==> src/rtl/stream_arbiter.sv <==
// Round-robin, packet-locked N:1 stream arbiter feeding a single upsizer through
// a one-deep registered output stage; each beat carries the index of its source.
module stream_arbiter #(
  parameter int T_DATA_WIDTH = 32,
  parameter int T_SRC_COUNT  = 4,
  parameter int T_ID_WIDTH   = $clog2(T_SRC_COUNT)
) (
  input  logic                    clk,
  input  logic                    rst,
  input  logic [T_DATA_WIDTH-1:0] s_data_i [T_SRC_COUNT],
  input  logic [T_SRC_COUNT-1:0]  s_last_i,
  input  logic [T_SRC_COUNT-1:0]  s_valid_i,
  output logic [T_SRC_COUNT-1:0]  s_ready_o,
  output logic [T_DATA_WIDTH-1:0] m_data_o,
  output logic                    m_last_o,
  output logic [T_ID_WIDTH-1:0]   m_id_o,
  output logic                    m_valid_o,
  input  logic                    m_ready_i,
  output logic [T_ID_WIDTH-1:0]   grant_o,
  output logic                    busy_o,
  output logic                    dbg_state_o
);

  typedef enum logic {IDLE = 1'b0, LOCK = 1'b1} state_t;

  state_t                  state, state_nxt;
  logic [T_ID_WIDTH-1:0]   rr_ptr;
  logic [T_ID_WIDTH-1:0]   pick;
  logic                    slot_free;
  logic                    accept;
  logic                    accept_last;
  int                      idx;

  // Handshake: a transfer happens on a rising edge where valid and ready are both 1;
  // valid never waits on ready, and ready here never looks at any s_valid_i.
  assign slot_free   = !m_valid_o || m_ready_i;
  assign accept      = (state == LOCK) && slot_free && s_valid_i[grant_o];
  assign accept_last = accept && s_last_i[grant_o];

  assign busy_o      = (state == LOCK);
  assign dbg_state_o = logic'(state);

  // Search downwards so the requester closest to rr_ptr is the one that sticks.
  always_comb begin
    pick = rr_ptr;
    idx  = 0;
    for (int i = T_SRC_COUNT - 1; i >= 0; i--) begin
      idx = int'(rr_ptr) + i;
      if (idx >= T_SRC_COUNT) idx = idx - T_SRC_COUNT;
      if (s_valid_i[idx]) pick = T_ID_WIDTH'(idx);
    end
  end

  always_comb begin
    state_nxt = state;
    case (state)
      IDLE:    if (|s_valid_i) state_nxt = LOCK;
      LOCK:    if (accept_last) state_nxt = IDLE;
      default: state_nxt = IDLE;
    endcase
  end

  always_comb begin
    s_ready_o = '0;
    if (state == LOCK) s_ready_o[grant_o] = slot_free;
  end

  always_ff @(posedge clk or posedge rst) begin
    if (rst) begin
      state   <= IDLE;
      rr_ptr  <= '0;
      grant_o <= '0;
    end else begin
      state <= state_nxt;
      if (state == IDLE && |s_valid_i) grant_o <= pick;
      if (accept_last) begin
        if (grant_o == T_ID_WIDTH'(T_SRC_COUNT - 1)) rr_ptr <= '0;
        else                                         rr_ptr <= grant_o + T_ID_WIDTH'(1);
      end
    end
  end

  // Output stage: a new beat may load in the same cycle the old one drains.
  always_ff @(posedge clk or posedge rst) begin
    if (rst) begin
      m_valid_o <= 1'b0;
      m_data_o  <= '0;
      m_last_o  <= 1'b0;
      m_id_o    <= '0;
    end else if (accept) begin
      m_valid_o <= 1'b1;
      m_data_o  <= s_data_i[grant_o];
      m_last_o  <= s_last_i[grant_o];
      m_id_o    <= grant_o;
    end else if (m_ready_i) begin
      m_valid_o <= 1'b0;
    end
  end

endmodule

==> config.mk <==
export PLATFORM = sky130hd
export DESIGN_NAME = stream_arbiter
export DESIGN_NICKNAME = d
export VERILOG_FILES = /design/src/rtl/stream_arbiter.sv
export SDC_FILE = /design/constraint.sdc
export NUM_CORES = 1
export LEC_CHECK = 0
export BUFFER_PORTS_ARGS = -buffer_cell sky130_fd_sc_hd__buf_4
export CORE_ASPECT_RATIO = 1.2
export CORE_UTILIZATION = 41
export DETAILED_ROUTE_END_ITERATION = 16
export GPL_TIMING_DRIVEN = 1
export PLACE_DENSITY = 0.78
export SLEW_MARGIN = 15
export SYNTH_ARGS = -nofsm -noshare
export SYNTH_HDL_FRONTEND = slang
export SYNTH_SLANG_ARGS = --single-unit
==> constraint.sdc <==
create_clock -name clk -period 2.4 [get_ports clk]
set_input_delay 0.12 -clock clk [delete_from_list [all_inputs] [get_ports clk]]
set_output_delay 0.12 -clock clk [all_outputs]
set_load 0.1 [all_outputs]
# --- Word-level counts from Yosys, hierarchy flattened ---
# Index checks and enable logic that the tools add are counted.
totals:
  register_bits: 41
  inputBits: 139
  output_inout_bits: 44
  word_cells: 75
classes:
  addsub: 8
  n_lt_le_gt_ge: 11
  n_eq_ne: 1
  muxes: 36
  bitwise: 3
  n_reduce_logical: 9
ops:
  columns: ["op", "count"]
  rows:
  - ["two-way mux 32 bit", 6]
  - ["less-than comparator 32 x 4 -> 1 bit, second input constant", 4]
  - ["binary-select mux 32 bit (select 2 bit)", 1]
  - ["two-way mux 1 bit", 15]
  - ["binary-select mux 1 bit (select 2 bit)", 6]
  - ["greater-or-equal comparator 3 bit, second input constant", 4]
  - ["subtractor 3 x 3 -> 4 bit, second input constant", 3]
  - ["two-way mux 2 bit", 5]
  - ["adder 2 x 2 -> 3 bit, second input constant", 2]
  - ["logical AND 1 bit", 5]
  - ["AND 4 bit", 1]
  - ["two-way mux 4 bit", 1]
  - ["OR reduction 4 bit", 1]
  - ["subtractor 2 x 3 -> 4 bit, second input constant", 1]
  - ["adder 2 x 1 -> 3 bit, second input constant", 1]
  - ["greater-or-equal comparator 2 x 3 -> 1 bit, second input constant", 1]
  - ["less-than comparator 2 x 3 -> 1 bit, second input constant", 1]
  - ["NOT 2 -> 3 bit", 1]
  - ["adder 2 x 1 -> 2 bit, second input constant", 1]
  - ["demux 1 bit (select 2 bit)", 1]
  - ["equality test 2 bit, second input constant", 1]
  - ["greater-or-equal comparator 2 x 1 -> 1 bit, second input constant", 1]
  - ["one-hot mux 1 bit (2 select lines)", 1]
  - ["nonzero test 2 bit", 1]
  - ["other kinds (3)", 3]

# --- Longest topological paths before layout ---
logic_depth:
  word_depth: 10
  mapped_depth: 7
  depth_no_buf: 4

# --- Worst setup path after synthesis ---
# No wires, ideal clock.
synth_timing:
  path_kind: "reg-to-reg"
  start: "reg grant_o[0]"
  end: "reg m_data_o[0]"
  setup_time_ns: 0.128
  arrival_time_ns: 2.419
  t_required_ns: 2.272
  slack_ns: -0.148
  stages_incl_launch_ff: 5
  n_path_buf: 2
  period_less_slack_ns: 2.548
  path_cell_list: "dfrtp_1 buf_2 buf_2 mux4_2 mux2_1"
synth_via:
  elab_chain_cells: 4
  word_cells_on_any_way: 7
  classes_between: "mux: 5; bitwise: 1; reduce/logical: 1"
synth_lines:
  columns: ["element", "line", "rtl"]
  rows:
  - ["start, declared", "19", "output logic [T_ID_WIDTH-1:0] grant_o,"]
  - ["start signal, assigned", "75", "if (state == IDLE && |s_valid_i) grant_o <= pick;"]
  - ["NOT 2 -> 3 bit (not written as such)", "92", "m_data_o <= s_data_i[grant_o];"]
  - ["binary-select mux 32 bit (select 2 bit)", "92", null]
  - ["two-way mux 32 bit (not written as such) (2 in series)", "92", null]
  - ["end signal, assigned", "92", null]
  - ["end, declared", "14", "output logic [T_DATA_WIDTH-1:0] m_data_o,"]
# Several ways; a longest one is shown, not always the timed one. The select of a mux whose other input is x is not followed.
# A chain may end at the register's enable or synchronous reset.

# --- Worst setup path after layout ---
layout_timing:
  start: "reg grant_o[1]"
  end: "out s_ready_o[1]"
layout_via:
  elab_chain_cells: 6
  word_cells_on_any_way: 7
  classes_between: "order compare: 2; mux: 3; bitwise: 1; reduce/logical: 1"
layout_lines:
  columns: ["element", "line", "rtl"]
  rows:
  - ["less-than comparator 2 x 3 -> 1 bit (not written as such) / greater-or-equal comparator 2 x 1 -> 1 bit (equally long branches)", "65", "if (state == LOCK) s_ready_o[grant_o] = slot_free;"]
  - ["logical AND 1 bit (not written as such)", "65", null]
  - ["two-way mux 1 bit (not written as such)", "65", null]
  - ["demux 1 bit (select 2 bit) *", "65", null]
  - ["AND 4 bit (no source line) *", null, null]
  - ["two-way mux 4 bit *", "65", null]
  - ["end, declared", "13", "output logic [T_SRC_COUNT-1:0] s_ready_o,"]
# Mark *: on every way between the ends. The rest lies on a longest branch, timed or not.

==> results.ini <==
[yosys]
synth_sequential_area_ratio = 0.409
ys.flop_type = dfrtp_1
syn_avg_cell_area_um2 = 15.4
synth_common_cells = dfrtp_1 (41), mux4_2 (34), mux2_2 (19)
synth_seq_cells = 41
synth_top_area_frac = 0.409
ys_async_sr_fraction = 1.00
yosys.area.top_type = dfrtp_1
synth-edff-count = 0
synth_cells = 163
synth_area_um2 = 2510
synth_cell_types = 26
syn-num-nets = 306
yosysWarnings = 0
synth_area_leaders = dfrtp_1 (41%), mux4_2 (31%), mux2_2 (8.5%), mux2_1 (6.3%), ha_1 (2.0%)
yosys.cell_count.top_type = dfrtp_1

[clocking]
worstSkewPairLatency_ns = 0.29
cts_buffer_depth = 2
clk_pin_slew_ns = 0.08
clkSinkCount = 41
cts_tree = yes
cts-buffers-inserted = 5
htreeDepth = 2
post_cts_buffers = 0
cts_root_buf = clkbuf_8

[layout]
syn_to_final_growth_pct = 61.6
seqCellArea_um2 = 1030
num_antenna_cells = 0
drive_above_1_share = 0.730
finalNetCount = 488
multi_input_area_um2 = 1370
fillCellCount = 449

[worst_setup_path]
r2r_cells = 4
critical_path.cell_chain = buf_4 > inv_1 > ha_1 > and3_1 > buf_4
path_max_fanout = 37
slowest_delay_ns = 0.42
r2r_end = m_data_o[23]$_DFFE_PP0P_
cp_slowest_cell = buf_4
regToRegSetupSlack_ns = 0.50
critPathRequiredTime_ns = 2.28
arrival_ns = 1.88
cpMostUsedCell = buf_4
critPathLaunchType = flip-flop
worstSetupPathType = reg -> out
cp_top_family = buffers and inverters
cp.buffers_inverters = 3
crit_path_end_kind = primary output
worstReg2RegStart = grant_o[1]$_DFFE_PP0P_

[worst_hold_path]
holdCritPathClass = in -> reg
min_to = grant_o[1]$_DFFE_PP0P_
hp-start = s_valid_i[3]
holdPathStages = 3

[global_routing]
grt_util_all_layers = 0.228
grt_max_degree = 38
antenna_found_initial = 0
grt_pass1_vias = 2234
grt_remaining_overflow = 0
grt_pass1_wl_um = 10800

[sta]
setup-violations-final = 0
period_share = 0.832
finClkSkew_ns = 0.00597
drv_slew = 0
hold_viol_final = 0
fin_ws_ns = 0.403
worst_slew_pin_slew_ns = 0.517
setup_tns_ns = 0
period_minus_slack_ns = 2.00
max_freq_mhz = 501
hold_slack_ns = 0.139
slew_headroom = 0.655
rsz0062_at_grt = no

[placed_design]
dp_hpwl_um = 5960
port_buffers = 182
pre_cts_ws_ns = 0.499
gp_congestion = 0.775

[floorplan]
io_pins = 183
die_area_um2 = 6440
core-area_um2 = 5780
rows = 30
die_h_um = 87.7
fp.dieW_um = 73.4
start_util = 0.434

[drt]
vias = 2202
drt-initial-drc-count = 90
drc_errors = 0
dr.pass1.iters = 4
wirelength_um = 7410
ant_nets = 0
via_per_inst = 5.18
wl_per_cell_um = 17.4

[status]
status = finished clean

[job]
cap_violations = 0

layout by cell type (no fill, tap or decap), types with 2 or more instances in the layout:
master and n:
mux2_1 14, clkbuf_8 5, mux2_2 19, nand2_1 6, a21oi_1 4, ha_1 4
mux4_2 34, buf_4 187, o21ai_0 3, dfrtp_2 2, dfrtp_1 39, nor2_1 3
and3_1 4, inv_1 5
sequential cells by signal, summed over array words and instances, names as in the netlist:
register   flops
busy_o         1
grant_o        2
m_data_o      32
m_id_o         2
m_last_o       1
m_valid_o      1
rr_ptr         2
worst max path at each step:
stage	startpoint	endpoint	slack, ns	cells after the start
after floorplan	grant_o[0]$_DFFE_PP0P_	s_ready_o[2]	0.14	5
after global placement	grant_o[1]$_DFFE_PP0P_	m_data_o[23]$_DFFE_PP0P_	0.53	4
after detailed placement	grant_o[1]$_DFFE_PP0P_	m_data_o[23]$_DFFE_PP0P_	0.50	4
after CTS	grant_o[1]$_DFFE_PP0P_	s_ready_o[1]	0.37	5
after global routing	grant_o[1]$_DFFE_PP0P_	s_ready_o[1]	0.28	5
final	grant_o[1]$_DFFE_PP0P_	s_ready_o[1]	0.40	5
per-layer routing:
metal | routed length, um | track usage
met1 | 2610 | 0.262
met2 | 4060 | 0.404
met3 | 530 | 0.0587
met4 | 208 | 0.0944
met5 | 0 | 0
final cells by class:
cell class / instances / share of cell area
timing repair buffer: 189 / 0.354
multi-input combinational: 102 / 0.337
sequential: 41 / 0.254
tap: 80 / 0.0247
clock buffer: 5 / 0.0170
clock inverter: 2 / 0.00864
inverter: 6 / 0.00556
what timing repair did:
item,4_1_cts,5_1_grt
hold endpoints to repair,25,0
hold buffers,1,0
resized for setup,0,0
endpoints found under the setup margin,0,0
worst min-delay path: stages:
cell       delay [ns]
buf_4            0.10
a2111oi_0        0.05
o22ai_1          0.11
through the flow:
step / instance area, um^2 / std cells / util
after floorplan: 2510 / 163 / -
after global placement: 3940 / 417 / 0.682
after detailed placement: 3940 / 417 / 0.682
after CTS: 4050 / 425 / 0.701
after global routing: 4050 / 425 / 0.701
final: 4050 / 425 / 0.701
logic make-up after synthesis:
logic type / Yosys count / share of synthesized area
flip-flops: 41 / 0.409
buffers and inverters: 20 / 0.0469
multiplexers: 67 / 0.453
AND/OR/NAND/NOR: 18 / 0.0379
AO/OA/AOI/OAI: 13 / 0.0329
adder cells (fa/ha/maj): 4 / 0.0200
Power is left out: the tool's default activity adds up to more than one toggle a clock period on the data nets, which glitch-free logic cannot reach.
